==> src/rtl/aes_io_pkg.sv <==
// Shared constants and state encoding for the result output path.
package aes_io_pkg;
  localparam int BLOCK_W = 128;
  localparam int BYTE_W  = 8;
  localparam int NBYTES  = BLOCK_W / BYTE_W;
  localparam int CNT_W   = $clog2(NBYTES);

  typedef enum logic [1:0] {S_IDLE, S_SEND, S_DONE} ser_state_t;
endpackage

==> src/rtl/result_hold_reg.sv <==
// One-deep pending buffer for a result that arrives while a word is being sent.
// Sticky overflow records a write that found the buffer full and not being drained.
module result_hold_reg
  import aes_io_pkg::*;
#(
  parameter int W = BLOCK_W
) (
  input  logic         clk,
  input  logic         rst_n,
  input  logic         wr,
  input  logic         rd,
  input  logic         clr_ovf,
  input  logic [W-1:0] din,
  output logic [W-1:0] dout,
  output logic         full,
  output logic         ovf
);
  logic drop;

  // A read in the same cycle frees the slot, so the write still lands.
  assign drop = wr & full & ~rd;

  always_ff @(posedge clk or negedge rst_n) begin
    if (!rst_n) begin
      dout <= '0;
      full <= 1'b0;
      ovf  <= 1'b0;
    end else begin
      if (wr && (!full || rd)) dout <= din;
      if (wr)      full <= 1'b1;
      else if (rd) full <= 1'b0;
      if (drop)         ovf <= 1'b1;
      else if (clr_ovf) ovf <= 1'b0;
    end
  end
endmodule

==> src/rtl/result_serializer.sv <==
// Streams a captured Result word out as BYTE_W-wide bytes over a valid/ready link,
// with a one-deep pending buffer and sticky overflow for dropped words.
module result_serializer #(
  parameter int BLOCK_W   = aes_io_pkg::BLOCK_W,
  parameter int BYTE_W    = aes_io_pkg::BYTE_W,
  parameter bit MSB_FIRST = 1'b1
) (
  input  logic               Clk,
  input  logic               Rst,
  input  logic [BLOCK_W-1:0] Result,
  input  logic               Ry,
  output logic [BYTE_W-1:0]  TxData,
  output logic               TxValid,
  input  logic               TxReady,
  output logic               Busy,
  output logic               Done,
  output logic               Ovf,
  input  logic               ClrOvf
);
  import aes_io_pkg::*;

  localparam int NB = BLOCK_W / BYTE_W;
  localparam int CW = $clog2(NB);

  ser_state_t         state, state_nxt;
  logic [BLOCK_W-1:0] sr, load_word, hold_dout;
  logic [CW-1:0]      cnt;
  logic               load, shift;
  logic               hold_wr, hold_rd, hold_full;
  logic [BYTE_W-1:0]  byte_out;

  assign hold_wr = Ry & (state != S_IDLE);

  result_hold_reg #(.W(BLOCK_W)) u_hold (
    .clk     (Clk),
    .rst_n   (Rst),
    .wr      (hold_wr),
    .rd      (hold_rd),
    .clr_ovf (ClrOvf),
    .din     (Result),
    .dout    (hold_dout),
    .full    (hold_full),
    .ovf     (Ovf)
  );

  always_ff @(posedge Clk or negedge Rst) begin
    if (!Rst) state <= S_IDLE;
    else      state <= state_nxt;
  end

  always_comb begin
    state_nxt = state;
    load      = 1'b0;
    shift     = 1'b0;
    load_word = Result;
    hold_rd   = 1'b0;
    case (state)
      S_IDLE: if (Ry) begin
        state_nxt = S_SEND;
        load      = 1'b1;
      end
      S_SEND: if (TxReady) begin
        shift = 1'b1;
        if (cnt == '0) state_nxt = S_DONE;
      end
      S_DONE: if (hold_full) begin
        // Back-to-back restart straight from the pending buffer, no IDLE cycle.
        state_nxt = S_SEND;
        load      = 1'b1;
        load_word = hold_dout;
        hold_rd   = 1'b1;
      end else begin
        state_nxt = S_IDLE;
      end
      default: state_nxt = S_IDLE;
    endcase
  end

  always_ff @(posedge Clk or negedge Rst) begin
    if (!Rst) begin
      sr  <= '0;
      cnt <= '0;
    end else if (load) begin
      sr  <= load_word;
      cnt <= CW'(NB - 1);
    end else if (shift) begin
      sr  <= MSB_FIRST ? (sr << BYTE_W) : (sr >> BYTE_W);
      cnt <= cnt - CW'(1);
    end
  end

  generate
    if (MSB_FIRST) begin : g_msb
      assign byte_out = sr[BLOCK_W-1 -: BYTE_W];
    end else begin : g_lsb
      assign byte_out = sr[BYTE_W-1:0];
    end
  endgenerate

  // Outputs decode flops only, so reset clears them without waiting for Clk.
  assign TxValid = (state == S_SEND);
  assign TxData  = TxValid ? byte_out : '0;
  assign Done    = (state == S_DONE);
  assign Busy    = (state != S_IDLE) | hold_full;
endmodule

==> config.mk <==
export PLATFORM = sky130hd
export DESIGN_NAME = result_serializer
export DESIGN_NICKNAME = d
export VERILOG_FILES = /design/src/rtl/aes_io_pkg.sv /design/src/rtl/result_hold_reg.sv /design/src/rtl/result_serializer.sv
export SDC_FILE = /design/constraint.sdc
export NUM_CORES = 1
export LEC_CHECK = 0
export CAP_MARGIN = 10
export CORE_AREA = 2 2 122 214
export CTS_CLUSTER_SIZE = 14
export DETAILED_ROUTE_END_ITERATION = 8
export DIE_AREA = 0 0 124 216
export GPL_TIMING_DRIVEN = 0
export PLACE_DENSITY = 0.77
export SETUP_SLACK_MARGIN = 0.2
export SYNTH_ARGS = -nofsm -noshare
export SYNTH_HDL_FRONTEND = slang
export SYNTH_HIERARCHICAL = 1
export SYNTH_SLANG_ARGS = --single-unit
==> constraint.sdc <==
create_clock -name Clk -period 6.44 [get_ports Clk]
set_input_delay 1.288 -clock Clk [delete_from_list [all_inputs] [get_ports Clk]]
set_output_delay 1.288 -clock Clk [all_outputs]
set_load 0.005 [all_outputs]
Word level (Yosys, flattened, before mapping)
Cells that the tools add are included.
{"block": "classes", "n_eq_ne": 5, "n_bitwise": 5, "reduce_logical": 10, "muxes": 22, "addsub": 1}
{"operator": "$mux W128", "count": 4}
{"operator": "$mux W1", "count": 10}
{"operator": "$mux W4", "count": 2}
{"operator": "$mux W8", "count": 1}
{"operator": "$reduce_bool A2 Y1", "count": 4}
{"operator": "$mux W2", "count": 3}
{"operator": "$pmux W2 S3", "count": 1}
{"operator": "$logic_not A4 Y1", "count": 1}
{"operator": "$ne A2 B1 Y1 const B", "count": 2}
{"operator": "$sub A4 B1 Y4 const B", "count": 1}
{"operator": "$and A1 B1 Y1", "count": 3}
{"operator": "$reduce_and A3 Y1", "count": 1}
{"operator": "$eq A2 B1 Y1 const B", "count": 1}
{"operator": "$eq A2 B2 Y1 const B", "count": 1}
{"operator": "$logic_not A2 Y1", "count": 1}
{"operator": "$ne A2 B2 Y1 const B", "count": 1}
{"operator": "$pmux W1 S2", "count": 1}
{"operator": "$logic_and A1 B1 Y1", "count": 1}
{"operator": "$logic_not A1 Y1", "count": 1}
{"operator": "$logic_or A1 B1 Y1", "count": 1}
{"operator": "$not A1 Y1", "count": 1}
{"operator": "$or A1 B1 Y1", "count": 1}
{"block": "totals", "wordCells": 49, "register_bits": 264, "out_inout_bits": 12, "in_bits": 133}

Longest topological paths before layout
{"block": "logic_depth", "ltp_word": 5, "depth_mapped": 10, "mapped_depth_nobuf": 5}

Cells and area by module
The synthesis kept the hierarchy.
{"module": "result_serializer", "area_each_um2": 8326.7, "seq_area_each_um2": 3353.2, "cells_each": 776, "n_inst": 1}
{"module": "result_hold_reg", "area_each_um2": 5276.3, "seq_area_each_um2": 3253.1, "cells_each": 278, "n_inst": 1}

Worst setup path before layout
OpenSTA, ideal clock, no wires.
{"block": "synth_timing", "kind": "input to register", "start": "in Ry", "end": "reg u_hold.dout[0]", "cell_stages": 7, "setup_time_ns": 0.125, "arrival_time_ns": 2.528, "path_buffers": 4, "setup_slack_ns": 3.787, "required_ns": 6.315, "path_cell_list": "buf_2 -> buf_1 -> o21a_1 -> nand2_2 -> buf_6 -> buf_6 -> mux2_4"}
{"block": "synth_between", "elab_chain_cells": 2}
{"item": "start: declaration", "line_no": "result_serializer.sv:11", "rtl": "input logic Ry,"}
{"item": "$and A1 B1 Y1", "line_no": "result_serializer.sv:32", "rtl": "assign hold_wr = Ry & (state != S_IDLE);"}
{"item": "named net hold_wr", "line_no": "result_serializer.sv:29", "rtl": "logic hold_wr, hold_rd, hold_full;"}
{"item": "$logic_and A1 B1 Y1", "line_no": "result_hold_reg.sv:29", "rtl": "if (wr && (!full || rd)) dout <= din;"}
{"item": "end signal: assignment", "line_no": "result_hold_reg.sv:29"}
{"item": "end: declaration", "line_no": "result_hold_reg.sv:14", "rtl": "output logic [W-1:0] dout,"}
The timed path passes the listed nets, and every way through them passes these cells.
A chain may end at the register's enable or synchronous reset.

Final worst setup path
{"block": "layout_timing", "start": "reg state[1]", "end": "out TxData[5]"}
{"block": "layout_between", "elab_chain_cells": 2}
{"item": "start: declaration", "line_no": "result_serializer.sv:25", "rtl": "ser_state_t state, state_nxt;"}
{"item": "start signal: assignment", "line_no": "result_serializer.sv:48", "rtl": "else state <= state_nxt;"}
{"item": "$eq A2 B1 Y1", "line_no": "result_serializer.sv:101", "rtl": "assign TxValid = (state == S_SEND);"}
{"item": "$mux W8", "line_no": "result_serializer.sv:102", "rtl": "assign TxData = TxValid ? byte_out : '0;"}
{"item": "end: declaration", "line_no": "result_serializer.sv:12", "rtl": "output logic [BYTE_W-1:0] TxData,"}
No other way between the ends.

==> results.txt <==
----------------------------------------------------
[Setup path]
  Crit. Startpoint ... state[1]
  Cell seen most often among critical-path stages ... sky130_fd_sc_hd__buf_2
  Cells on worst reg2reg path ... 7
  Category of the most critical setup path ... reg2out
  Worst path required time ... 5.15 ns
  Destination of the critical timing path ... TxData[5]
  Reg-to-reg setup timing slack ... 3.90 ns
  Launching element type of the critical path ... register
  Critical path's top delay family ... buffers and inverters
  Cell type of the slowest stage on the worst timing path ... sky130_fd_sc_hd__clkdlybuf4s50_1
  Critical R2R Launch ... state[0]
  Total buffers and inverters traversed by the critical path ... 4
  Crit Path Max Fanout ... 10
  Largest stage delay on the critical path ... 0.50 ns
  Nature of the critical path endpoint ... primary output
  Signal arrival time at the worst endpoint ... 2.77 ns
  Instance count on the critical path ... 6
  Worst R2R End ... u_hold/dout[24]
  Worst-path cell chain ... buf_4 -> buf_2 -> buf_2 -> nor2_2 -> and2_1 -> clkdlybuf4s50_1

[Drt]
  Vias after detailed routing ... 9537
  Number of iterations in the first detailed-routing pass ... 6
  Post-route DRC violation count ... 0
  Final Routed Wirelength ... 36300 um
  Post-DR vias/cell ... 6.11
  Post-detailed-route wirelength per cell ... 23.3 um
  Count of nets left with antenna violations after detail routing ... 0
  Drt first-iter violations ... 671

[Clocking]
  Number of instances resized during post-cts repair ... 0
  Hold-fix buffer count after cts ... 0
  Clk pin slew, worst setup/hold paths ... 0.07 ns
  Number of clock buffers inserted by TritonCTS ... 24
  Clock tree from TritonCTS ... yes
  H-Tree Level Count ... 1
  Insertion delay to the later sink of the worst-skew pair ... 0.53 ns
  Maximum clock path buffer count ... 3
  CTS sink count ... 264
  Clock Root Buffer ... sky130_fd_sc_hd__clkbuf_16
  Number of post-CTS setup repair buffers ... 0

[Floorplan]
  Die width ... 124 um
  Area of the die ... 0.0268 mm^2
  Number of ports placed on the die boundary ... 145
  Standard-cell rows ... 77
  Initial Util ... 54.3%
  Area of the placeable core ... 0.0250 mm^2
  Height of the die ... 216 um

[Global routing]
  GR Layer Usage met1 ... 34.4%
  Initial antenna violation count ... 0
  Remaining global-route overflow ... 0
  Routing layer with the top usage in global route ... met2
  First-pass GRT wire length ... 56700 um
  Met2 usage ... 47.3%
  Via count of the first global-routing pass ... 10300
  Met3 Usage GRT ... 2.11%
  Maximum number of pins on one net before global-route repair ... 121
  GR Util All Layers ... 27.5%

[Pwr]
  Worst IR drop on VDD ... 0.198 mV
  Leak pwr ... 7.96 nW
  Total power density per cell area ... 387 mW/mm^2

[Place]
  IO buf count ... 144
  Total half-perimeter wirelength after legalization and detailed placement ... 25300 um
  Routability congestion estimate ... 0.899
  Instance area after placement ... 0.0155 mm^2

[Synthesis]
  Sequential element share of the synthesized area ... 48.6%
  Seq cells post-synth ... 264
  Mapped Area ... 0.0136 mm^2
  Synthesis warning total ... 6
  Async set-or-reset flop fraction in the synthesized netlist ... 100%
  Average instance area after synthesis ... 12.9 um^2
  Number of synthesized flops with an enable pin ... 0
  Post-Synthesis Cells ... 1054
  Post-synthesis net count ... 1188
  Distinct cell type count of the synthesized netlist ... 37
  Dominant register cell in the synthesized netlist ... sky130_fd_sc_hd__dfrtp_1

[STA]
  Slew margin rel. ... 57.3%
  Hold Violations, Final ... 0
  Fin Clk Skew ... 0.00934 ns
  Hold_ws ... 0.505 ns
  Time the worst path needs with I/O delays and setup ... 4.06 ns
  Max Freq ... 247 MHz
  Actual slew at the worst max-slew pin ... 0.641 ns
  Fin. max-slew vios ... 0
  Count of final setup violators ... 0
  RSZ-0062 raised after global routing ... no
  Share of the clock period used by the worst path after layout ... 63.0%

[Finish]
  Fraction of layout instances using a drive strength above 1 ... 19.5%
  Final cell area excluding filler cells ... 0.0163 mm^2
  Net count of the finished layout ... 1360
  ANT cells ... 0
  Syn-to-layout area delta ... 19.9%
  Core occupancy in the finished layout ... 65.1%
  Fillers ... 1953

[Run]
  Max Cap Violations ... 0

[Min path]
  Type of the most critical hold path ... reg2reg
  Start point of the worst min-delay path ... u_hold/dout[104]

[Outcome]
  Run status ... finished clean

----------------------------------------------------
-- layout make-up --
class,count,area [um^2],area share [%]
Timing Repair Buffer,146,1500,9.21
Buffer,100,633,3.88
Tap cell,316,395,2.42
Sequential cell,264,6610,40.5
Clock buffer,44,807,4.95
Inverter,6,22.5,0.138
Multi-Input combinational cell,684,6340,38.9
-- worst register-to-register path, cell delays in order, from the launching register on --
cell and delay [ns]:
sky130_fd_sc_hd__dfrtp_1 0.44, sky130_fd_sc_hd__clkbuf_1 0.47, sky130_fd_sc_hd__buf_1 0.49, sky130_fd_sc_hd__o21a_1 0.27, sky130_fd_sc_hd__nand2_2 0.08, sky130_fd_sc_hd__buf_6 0.18
sky130_fd_sc_hd__buf_6 0.18, sky130_fd_sc_hd__mux2_4 0.31
-- routing by layer --
metal / vias up / wire length [um]
met5: - / 0
met4: 0 / 1690
met3: 88 / 1490
met2: 308 / 18700
met1: 4881 / 14400
li1: 4260 / -
-- worst min path at each step --
| stage | endpoint | slack (ns) | cells past startpoint |
|---|---|---|---|
| after floorplan | sr[15] | 0.47 | 1 |
| after global placement | u_hold/dout[92] | 0.48 | 1 |
| after detailed placement | u_hold/dout[37] | 0.48 | 1 |
| after CTS | u_hold/dout[114] | 0.51 | 1 |
| after global routing | u_hold/dout[124] | 0.51 | 1 |
| final | u_hold/dout[104] | 0.50 | 1 |
-- logic make-up after synthesis --
| logic type | after synthesis | synth area share (%) |
|---|---|---|
| AO/OA/AOI/OAI | 221 | 12.0 |
| adder cells (fa/ha/maj) | 1 | 0.0920 |
| buffers and inverters | 106 | 4.82 |
| flip-flops | 264 | 48.6 |
| multiplexers | 303 | 26.4 |
| AND/OR/NAND/NOR | 159 | 8.12 |
-- where the power goes --
part	leakage, nW	switching (mW)	total (mW)	internal, mW
registers	3.37	0.414	2.69	2.28
logic	4.20	0.978	2.15	1.17
clock network	0.397	0.638	1.48	0.841
-- per-stage QoR --
step	std cells	worst slack [ns]	total power, mW	setup TNS, ns
after floorplan	1054	3.79	4.08	0
after global placement	1514	-7.25	4.75	-1907.63
after detailed placement	1516	2.64	4.82	0
after CTS	1560	2.36	6.32	0
final	1560	2.38	6.32	0
after global routing	1560	2.30	6.62	0
-- synthesized netlist by cell type (all sizes together) (32+ instances only) --
library cell    n  area, um^2
dfrtp         264        6610
nand3b         36         270
and3b          32         280
buf            73         532
mux2          129        1840
a2bb2oi        34         298
o21ai          42         214
o22a           34         298
mux2i         174        1750
nand3          36         180
a21oi          37         185
a22o           62         543
-- layout by cell type (no fill, tap or decap), drive strengths merged --
| master | Yosys | final |
|---|---|---|
| nand2b | 1 | 1 |
| o22a | 34 | 34 |
| and2 | 8 | 8 |
| and3 | 3 | 3 |
| nor2b | 1 | 1 |
| nand2 | 6 | 6 |
| nor2 | 3 | 3 |
| o22ai | 1 | 1 |
| mux2i | 174 | 174 |
| ha | 1 | 1 |
| nand3b | 36 | 36 |
| nand3 | 36 | 36 |
| a22o | 62 | 62 |
| and3b | 32 | 32 |
| nor3b | 31 | 31 |
| or3 | 1 | 1 |
| nor3 | 1 | 1 |
| o211ai | 9 | 9 |
| a21o | 1 | 1 |
| a2bb2oi | 34 | 34 |
| clkdlybuf4s50 | 0 | 143 |
| buf | 73 | 76 |
| inv | 6 | 6 |
| o21ai | 42 | 42 |
| a21oi | 37 | 37 |
| o21a | 1 | 1 |
| mux2 | 129 | 129 |
| clkbuf | 27 | 71 |
| dfrtp | 264 | 264 |
-- sequential cells by signal, summed over array words and instances (netlist names) --
signal and flops:
u_hold/dout 128, state 2, u_hold/full 1, sr 128, u_hold/ovf 1, cnt 4
Power figures use the tool's default switching activity.
